`config.mk`:
```
export PLATFORM = sky130hd
export DESIGN_NAME = multi_timer
export DESIGN_NICKNAME = d
export VERILOG_FILES = /design/src/rtl/multi_timer_pkg.sv /design/src/rtl/multi_timer_channel.sv /design/src/rtl/multi_timer.sv
export SDC_FILE = /design/constraint.sdc
export NUM_CORES = 1
export LEC_CHECK = 0
export BUFFER_PORTS_ARGS = -buffer_cell sky130_fd_sc_hd__buf_2
export CAP_MARGIN = 10
export CORE_MARGIN = 1.5
export CORE_UTILIZATION = 25
export CTS_BUF_LIST = sky130_fd_sc_hd__clkbuf_8 sky130_fd_sc_hd__clkbuf_16
export DETAILED_ROUTE_END_ITERATION = 12
export GPL_TIMING_DRIVEN = 0
export HOLD_SLACK_MARGIN = 0.02
export PLACE_DENSITY = 0.45
export SYNTH_ARGS = -nofsm -noshare
export SYNTH_HDL_FRONTEND = slang
export SYNTH_SLANG_ARGS = --single-unit
```
`constraint.sdc`:
```
create_clock -name clk -period 4.7 [get_ports clk]
set_input_delay 0.235 -clock clk [delete_from_list [all_inputs] [get_ports clk]]
set_output_delay 0.235 -clock clk [all_outputs]
set_load 0.01 [all_outputs]
```
`src/rtl/multi_timer_pkg.sv`:
```
// multi_timer_pkg: register offsets, CONTROL/STATUS bit positions and the
// per-channel control struct shared by the timer top and its channels.
`timescale 1ns/1ps
package multi_timer_pkg;

   // Per-channel register offsets (low three address bits)
   localparam logic [2:0] REG_CNT0 = 3'd0;
   localparam logic [2:0] REG_CNT1 = 3'd1;
   localparam logic [2:0] REG_CNT2 = 3'd2;
   localparam logic [2:0] REG_CNT3 = 3'd3;
   localparam logic [2:0] REG_PSC  = 3'd4;
   localparam logic [2:0] REG_CTRL = 3'd5;
   localparam logic [2:0] REG_STAT = 3'd6;

   // CONTROL and STATUS bit positions
   localparam int CTRL_EN      = 0;
   localparam int CTRL_ONESHOT = 1;
   localparam int CTRL_IE      = 2;
   localparam int STAT_EXP     = 0;

   // Packed so that the struct bits line up with the CONTROL bit positions
   typedef struct packed {
      logic ie;
      logic oneshot;
      logic en;
   } ctrl_t;

   function automatic ctrl_t ctrl_from_bits(input logic [2:0] d);
      ctrl_t c;
      c.en      = d[CTRL_EN];
      c.oneshot = d[CTRL_ONESHOT];
      c.ie      = d[CTRL_IE];
      return c;
   endfunction

   function automatic logic [7:0] ctrl_to_byte(input ctrl_t c);
      logic [7:0] b;
      b               = '0;
      b[CTRL_EN]      = c.en;
      b[CTRL_ONESHOT] = c.oneshot;
      b[CTRL_IE]      = c.ie;
      return b;
   endfunction

endpackage

```
`src/rtl/multi_timer_channel.sv`:
```
// timer_channel: one countdown channel (prescaler, count, reload, staging,
// control, sticky expiry flag). With MULTI_TIMER_SNAPSHOT_EN defined, a read
// of byte 0 latches the upper count bytes so multi-byte reads are coherent.
`timescale 1ns/1ps
module timer_channel
   import multi_timer_pkg::*;
#(
   parameter int CNT_W = 16
) (
   input  logic       clk,
   input  logic       reset,
   input  logic       wr,
`ifdef MULTI_TIMER_SNAPSHOT_EN
   input  logic       rd,
`endif
   input  logic [2:0] reg_sel,
   input  logic [7:0] i_data,
   output logic [7:0] o_data,
   output logic       irq
);

   localparam int NBYTES = CNT_W / 8;
   localparam int STG_W  = (CNT_W > 8) ? CNT_W - 8 : 8;

   logic [7:0]       prescale;
   logic [7:0]       psc;
   logic [CNT_W-1:0] count;
   logic [CNT_W-1:0] reload;
   logic [STG_W-1:0] staging;
   ctrl_t            ctrl;
   logic             exp_flag;
   logic [CNT_W-1:0] commit_val;
   logic [23:0]      hi_bytes;
   logic             tick;
   logic             expire;
   logic             wr_cnt0;
   logic             wr_ctrl;
   logic             clr_exp;

   assign wr_cnt0 = wr && (reg_sel == REG_CNT0);
   assign wr_ctrl = wr && (reg_sel == REG_CTRL);
   assign clr_exp = wr && (reg_sel == REG_STAT) && i_data[STAT_EXP];
   assign tick    = ctrl.en && (psc == prescale);
   // A byte-0 write on the same edge discards the tick, so no expiry either
   assign expire  = tick && !wr_cnt0 && (count == CNT_W'(1));
   assign irq     = exp_flag & ctrl.ie;

   // Reload value formed from the staged upper bytes and the byte-0 write data
   always_comb begin
      commit_val      = '0;
      commit_val[7:0] = i_data;
      for (int b = 1; b < NBYTES; b++)
         commit_val[b*8 +: 8] = staging[(b-1)*8 +: 8];
   end

   // Prescaler: restarts on byte-0 write or EN rising, frozen while disabled
   always_ff @(posedge clk or negedge reset) begin
      if (!reset)
         psc <= '0;
      else if (wr_cnt0)
         psc <= '0;
      else if (wr_ctrl && i_data[CTRL_EN] && !ctrl.en)
         psc <= '0;
      else if (ctrl.en)
         psc <= tick ? 8'd0 : psc + 8'd1;
   end

   // Count and reload: byte-0 write commits and restarts, ticks count down
   always_ff @(posedge clk or negedge reset) begin
      if (!reset) begin
         count  <= '0;
         reload <= '0;
      end else if (wr_cnt0) begin
         reload <= commit_val;
         count  <= commit_val;
      end else if (tick && (count != '0)) begin
         count <= (count == CNT_W'(1)) ? reload : count - CNT_W'(1);
      end
   end

   // Staging bytes and PRESCALE register
   always_ff @(posedge clk or negedge reset) begin
      if (!reset) begin
         staging  <= '0;
         prescale <= '0;
      end else if (wr) begin
         for (int b = 1; b < NBYTES; b++)
            if (reg_sel == 3'(b))
               staging[(b-1)*8 +: 8] <= i_data;
         if (reg_sel == REG_PSC)
            prescale <= i_data;
      end
   end

   // CONTROL: a CONTROL write overrides the one-shot auto-disable
   always_ff @(posedge clk or negedge reset) begin
      if (!reset)
         ctrl <= '0;
      else if (wr_ctrl)
         ctrl <= ctrl_from_bits(i_data[2:0]);
      else if (expire && ctrl.oneshot)
         ctrl.en <= 1'b0;
   end

   // Sticky expiry flag: a simultaneous expiry beats the clear
   always_ff @(posedge clk or negedge reset) begin
      if (!reset)
         exp_flag <= 1'b0;
      else if (expire)
         exp_flag <= 1'b1;
      else if (clr_exp)
         exp_flag <= 1'b0;
   end

`ifdef MULTI_TIMER_SNAPSHOT_EN
   logic [STG_W-1:0] snap;

   // Snapshot of the upper count bytes, taken when byte 0 is read
   always_ff @(posedge clk or negedge reset) begin
      if (!reset)
         snap <= '0;
      else if (rd && (reg_sel == REG_CNT0))
         snap <= STG_W'(count >> 8);
   end

   assign hi_bytes = 24'(snap);
`else
   assign hi_bytes = 24'(count >> 8);
`endif

   // Register read mux; bytes beyond CNT_W come out zero from the padding
   always_comb begin
      o_data = '0;
      case (reg_sel)
         REG_CNT0: o_data = count[7:0];
         REG_CNT1: o_data = hi_bytes[7:0];
         REG_CNT2: o_data = hi_bytes[15:8];
         REG_CNT3: o_data = hi_bytes[23:16];
         REG_PSC:  o_data = prescale;
         REG_CTRL: o_data = ctrl_to_byte(ctrl);
         REG_STAT: o_data = {7'b0, exp_flag};
         default:  o_data = '0;
      endcase
   end

endmodule

```
`src/rtl/multi_timer.sv`:
```
// multi_timer: NUM_CH countdown channels on an 8-bit register bus. Decodes
// {channel, register} addresses, muxes read data and ORs channel interrupts.
// Optional coherent multi-byte reads: define MULTI_TIMER_SNAPSHOT_EN.
`timescale 1ns/1ps
module multi_timer
   import multi_timer_pkg::*;
#(
   parameter  int NUM_CH = 2,
   parameter  int CNT_W  = 16,
   localparam int ADDR_W = $clog2(NUM_CH) + 3
) (
   input  logic              clk,
   input  logic              reset,
   input  logic              cs,
   input  logic              rwb,
   input  logic [ADDR_W-1:0] addr,
   input  logic [7:0]        i_data,
   output logic [7:0]        o_data,
   output logic              irq
);

   logic [NUM_CH-1:0] ch_irq;
   logic [7:0]        ch_data [NUM_CH];

   for (genvar g = 0; g < NUM_CH; g++) begin : g_ch
      logic hit;
      assign hit = ((addr >> 3) == ADDR_W'(g));

      timer_channel #(.CNT_W(CNT_W)) u_ch (
         .clk     (clk),
         .reset   (reset),
         .wr      (cs & ~rwb & hit),
`ifdef MULTI_TIMER_SNAPSHOT_EN
         .rd      (cs & rwb & hit),
`endif
         .reg_sel (addr[2:0]),
         .i_data  (i_data),
         .o_data  (ch_data[g]),
         .irq     (ch_irq[g])
      );
   end

   // Read data from the addressed channel; unpopulated channels read zero
   always_comb begin
      o_data = '0;
      for (int i = 0; i < NUM_CH; i++)
         if ((addr >> 3) == ADDR_W'(i))
            o_data = ch_data[i];
   end

   assign irq = |ch_irq;

endmodule

```
---- Word level (Yosys, flattened, before mapping) ----
Index checks and enable logic that the tools add are counted.
storage, ports and cells
  word-level logic and storage cells ...... 105
  register bits after elaboration ......... 120
  input port bits ......................... 16
cells by class
  bitwise operators ....................... 6
  mux-type cells .......................... 26
  $add $sub $neg .......................... 4
  equal/unequal tests ..................... 8
  reduce and logical (&&, ||, !) cells .... 43
operator list
  kind                   number
  $mux 16                6
  $mux 8                 10
  $pmux 8 s5             2
  $eq 16x1->1 const B    2
  $reduce_bool 16->1     2
  $sub 16x1->16 const B  2
  $logic_and 1x1->1      22
  $add 8x1->8 const B    2
  $eq 8x8->1             2
  $reduce_bool 2->1      6
  $eq 3x3->1 const B     3
  $mux 1                 8
  $reduce_and 2->1       4
  $reduce_bool 3->1      2
  $and 1x1->1            5
  $logic_not 1->1        4
  $logic_not 4->1        1
  $eq 3x1->1 const B     1
  $logic_not 3->1        1
  $reduce_or 2->1        1
  $not 1->1              1

---- Logic depth before layout (Yosys ltp) ----
  word-level depth ........................ 10
  depth in mapped cells ................... 9
  gate-level depth less buffers ........... 7

---- Modules after synthesis ----
A second synthesis with hierarchy kept.
second synthesis, totals
  cell total of the unflattened synthesis .. 748
  area, all modules ....................... 7103.1 sq um
modules (own cells, without submodules)
  module                        seq. area each (sq um)  area each (sq um)  times used  cells an instance
  timer_channel (g_ch[0].u_ch)  1501.4                  3524.6             1           382
  timer_channel (g_ch[1].u_ch)  1501.4                  3423.3             1           354
  multi_timer                   0.0                     155.1              1           12

---- Least setup slack after synthesis ----
OpenSTA, ideal clock, no wires.
  kind .................................... register -> register
  start ................................... register g_ch[1].u_ch.count[0]
  end ..................................... register g_ch[1].u_ch.count[10]
  arrival ................................. 2037 ps
  setup slack ............................. 2540 ps
  stages on the path, launching flop included .. 9
  cell sequence ........................... dfrtp_1 > inv_1 > ha_1 > or4b_2 > clkbuf_1 > o31a_1 > nor3_1 > o31ai_1 > o2bb2ai_1
on the way
  cells in the longest elaborated chain, start to end .. 4
RTL lines
  what                                          RTL line                   text
  start, declared                               multi_timer_channel.sv:27  logic [CNT_W-1:0] count;
  start signal, assigned                        multi_timer_channel.sv:75  count <= commit_val;
  start signal, assigned                        multi_timer_channel.sv:77  count <= (count == CNT_W'(1)) ? reload : count - CNT_W'(1);
  $sub 16x1->16 or $eq 16x1->1 (tied branches)  multi_timer_channel.sv:77
  $mux 16                                       multi_timer_channel.sv:77
  $mux 16                                       multi_timer_channel.sv:76  end else if (tick && (count != '0)) begin
  $mux 16                                       multi_timer_channel.sv:73  end else if (wr_cnt0) begin
Several ways; a longest one is shown, not always the timed one. The select of a mux whose other input is x is not followed.
A chain may end at the register's enable or synchronous reset.

---- Worst setup path after layout ----
  start ................................... register g_ch[0].u_ch.count[1]
  end ..................................... register g_ch[0].u_ch.count[2]
on the way
  cells in the longest elaborated chain, start to end .. 4
RTL lines
  what                                          RTL line
  start, declared                               multi_timer_channel.sv:27
  start signal, assigned                        multi_timer_channel.sv:75
  start signal, assigned                        multi_timer_channel.sv:77
  $sub 16x1->16 or $eq 16x1->1 (tied branches)  multi_timer_channel.sv:77
  $mux 16                                       multi_timer_channel.sv:77
  $mux 16                                       multi_timer_channel.sv:76
  $mux 16                                       multi_timer_channel.sv:73
Several ways; a longest one is shown, not always the timed one. The select of a mux whose other input is x is not followed.

==> flow_metrics.py <==
metrics = {
    "global_route": {
        "grt_util_all_layers_pct": 17.11,
        "antenna_found_initial": 0,
        "grt_pass1_vias": 6411,
        "grt.overflow.total": 0,
        "grt_pass1_wl_um": 39500,
        "grt_max_degree": 90,
    },
    "floorplanning": {
        "core_area_mm2": 0.02878,
        "ios": 25,
        "die_w_um": 174.1,
        "die_area_mm2": 0.03031,
        "die_height_um": 174.1,
        "rows": 62,
        "start_util_pct": 25.43,
    },
    "pwr": {
        "p_switching_mw": 1.613,
        "p_seq_share_pct": 38.9,
        "p_sw_share_pct": 38.46,
        "power.internal_mw": 2.581,
        "leakagePower_nw": 3.468,
        "ir_worst_vdd_mv": 0.2369,
        "power_mw": 4.194,
        "p_per_area_mw_per_mm2": 495.7,
        "p_comb_share_pct": 32.7,
        "clockPowerShare_pct": 28.4,
    },
    "setup_path": {
        "crit_path_top_delay_cell": "dfrtp_1",
        "cp_data_required_time_ns": 5.01,
        "critPathKind": "reg -> reg",
        "worstPathMaxFanout": 10,
        "crit_path_end_kind": "flip-flop",
        "path_common_cell": "clkbuf_1",
        "crit_start": "g_ch[0].u_ch.count[1]",
        "worst_ep_arrival_time_ns": 3.18,
        "worst_setup_path_start_kind": "flip-flop",
        "r2r-start": "g_ch[0].u_ch.count[1]",
        "slowest_delay_ns": 0.45,
        "path_cells": "inv_1 > ha_1 > clkbuf_1 > nor4b_1 > nand4_1 > clkbuf_1 > o21ai_0 > a21oi_1 > a22o_1",
    },
    "yosys": {
        "yosysTopAreaCell": "dfrtp_1",
        "synth_nets": 850,
        "synth_edf_count": 0,
        "ys_seq_area_share_pct": 41.03,
        "syn_avg_cell_area_um2": 8.860,
        "synth-async-reset-ratio_pct": 100.0,
        "netlist_area_mm2": 0.007318,
        "yosysWarnings": 0,
        "yosysTopAreaCellShare_pct": 41.03,
        "synth_area_leaders": "dfrtp_1 41%, nand2_1 7.4%, mux2_2 6.8%",
        "synth-seq-cells": 120,
        "synthCells": 826,
        "synth-main-ff-cell": "dfrtp_1",
        "yosysUniqueCellTypes": 72,
    },
    "timing": {
        "tightest_slew_ns": 0.9441,
        "skew_ns": 0.007669,
        "finalCritPeriodShare_pct": 61.12,
        "setup_viol": 0,
        "finalHoldViolCount": 0,
        "setup_ws_ns": 1.827,
        "max_freq_ghz": 0.3481,
        "final.setup.tns_ns": 0,
        "rsz0062_at_grt": "false",
        "slew_headroom_pct": 36.58,
        "fin_crit_ns": 2.873,
        "maxSlewViolCount": 0,
        "fin_hold_ws_ns": 0.1757,
    },
    "clocking": {
        "clock_latency_ns": 0.42,
        "clockBufferDepth": 2,
        "cts_buffers": 17,
        "cts_sinks": 120,
        "cts.clk_slew.worst_paths_ns": 0.06,
        "cts_tree": "built",
        "root_buffer": "clkbuf_16",
        "htree_levels": 4,
    },
    "routing": {
        "vias_per_cell": 5.188,
        "drc": 0,
        "drtPass1Iterations": 7,
        "ant_nets": 0,
        "vias": 6552,
        "wire_per_inst_um": 19.99,
        "wl_um": 25240,
        "drtIter0Drc": 602,
    },
    "placement": {
        "place.gp.congestion": 0.8541,
        "dp_slack_ns": 1.587,
        "dpl_cell_area_mm2": 0.007928,
        "hpwl_um": 17860,
        "dp.cells": 1230,
        "port_buffers": 19,
    },
    "final_layout": {
        "antennaDiodeCount": 0,
        "layout.nets": 890,
        "syn_to_final_growth_pct": 15.63,
        "final_common_cell": "nand2_1",
        "fin_area_mm2": 0.008462,
        "final_util_pct": 29.40,
        "drive_gt1_share_pct": 12.74,
        "layout_common_cells": "144 x nand2_1, 120 x dfrtp_1, 54 x nor2_1, 48 x clkbuf_1",
        "fin_cells": 1263,
    },
    "hold_path": {
        "worstHoldStart": "i_data[3]",
        "min_path_type": "in -> reg",
    },
    "run_status": {
        "status": "completed",
    },
    "run": {
        "drv_cap": 0,
    },
}
[cells in the mapped netlist, types with 3 or more instances]
cell	instances
a2111oi_0	3
a211oi_1	8
a21oi_1	36
a221o_1	4
a221oi_1	4
a22oi_1	9
a31oi_1	8
a41oi_1	3
and2_1	9
and3_1	6
and4_1	5
buf_1	7
buf_2	7
clkbuf_1	48
dfrtp_1	120
ha_1	8
inv_1	22
mux2_2	44
mux2i_1	14
nand2_1	144
nand2b_1	3
nand3_1	20
nand3b_1	3
nand4_1	29
nor2_1	54
nor2b_1	10
nor3_1	16
nor3b_1	6
nor4_1	6
nor4b_1	5
o2111ai_1	3
o211ai_1	12
o21ai_0	44
o22ai_1	3
o31ai_1	12
o41ai_1	4
or3_1	6
or4_1	9
xnor2_1	25
xor2_1	5
[worst max-delay path, delay by kind of cell, from the launching register on]
| family | cells | cell delay (ns) |
|---|---|---|
| compound gates | 3 | 0.55 |
| simple gates | 2 | 0.62 |
| buf+inv | 3 | 0.97 |
| fa+ha+maj | 1 | 0.15 |
| flops | 1 | 0.45 |
[worst paths after layout]
kind	to	slack [ns]	cells after the start
worst min-delay path	g_ch[0].u_ch.reload[3]	0.18	3
worst min register to register	g_ch[0].u_ch.reload[2]	0.47	2
worst max-delay path	g_ch[0].u_ch.count[2]	1.83	9
min in group asynchronous	g_ch[1].u_ch.psc[3]	0.27	2
max in group asynchronous	g_ch[0].u_ch.reload[1]	3.64	3
worst max register to register	g_ch[0].u_ch.count[2]	1.83	9
[power groups by stage]
stage	Sequential, mW	Combinational, mW	Clock [mW]
global route	1.67	1.53	1.26
detailed placement	1.64	1.36	0
CTS	1.63	1.37	1.21
global placement	1.64	1.35	0
finish	1.63	1.37	1.19
floorplan	1.52	1.04	0
[routing by layer]
| metal | wire, um | up-vias | part of all wire (%) | GRT usage [%] |
|---|---|---|---|---|
| met4 | 457 | 0 | 1.8 | 5.460 |
| met3 | 1103 | 28 | 4.4 | 3.128 |
| li1 | - | 3089 | - | - |
| met2 | 11090 | 177 | 44 | 25.35 |
| met5 | 0 | - | 0 | 0 |
| met1 | 12590 | 3258 | 50 | 24.96 |
[kinds of logic after synthesis]
group	Yosys count	synth area share [%]
and+or+nand+nor	342	23.10
AOI/OAI and AO/OA	180	16.96
DFF	120	41.03
buffers and inverters	86	4.650
muxes	60	9.301
xor gates and xnor gates	30	3.590
adders and majority gates	8	1.368
[sequential cells by signal (all words and copies together) (netlist names)]
register and flops:
g_ch.u_ch.staging 16, g_ch.u_ch.exp_flag 2, g_ch.u_ch.count 32, g_ch.u_ch.psc 16, g_ch.u_ch.reload 32, g_ch.u_ch.prescale 16, g_ch.u_ch.ctrl 6
[repair_timing]
action,in CTS,in global routing
buffers inserted,0,0
hold endpoints to repair,31,0
setup endpoints to repair,0,0
hold buffers,1,0
resized for setup,0,0
[layout make-up]
class	instances	area (um^2)
fill	3012	20320
multi-input combinational	620	3975
sequential	120	3003
tap	384	480.5
clock buffer	17	425.4
buffer	64	257.7
timing repair buffer	21	138.9
clock inverter	15	98.84
inverter	22	82.58
Power figures use the tool's default switching activity.
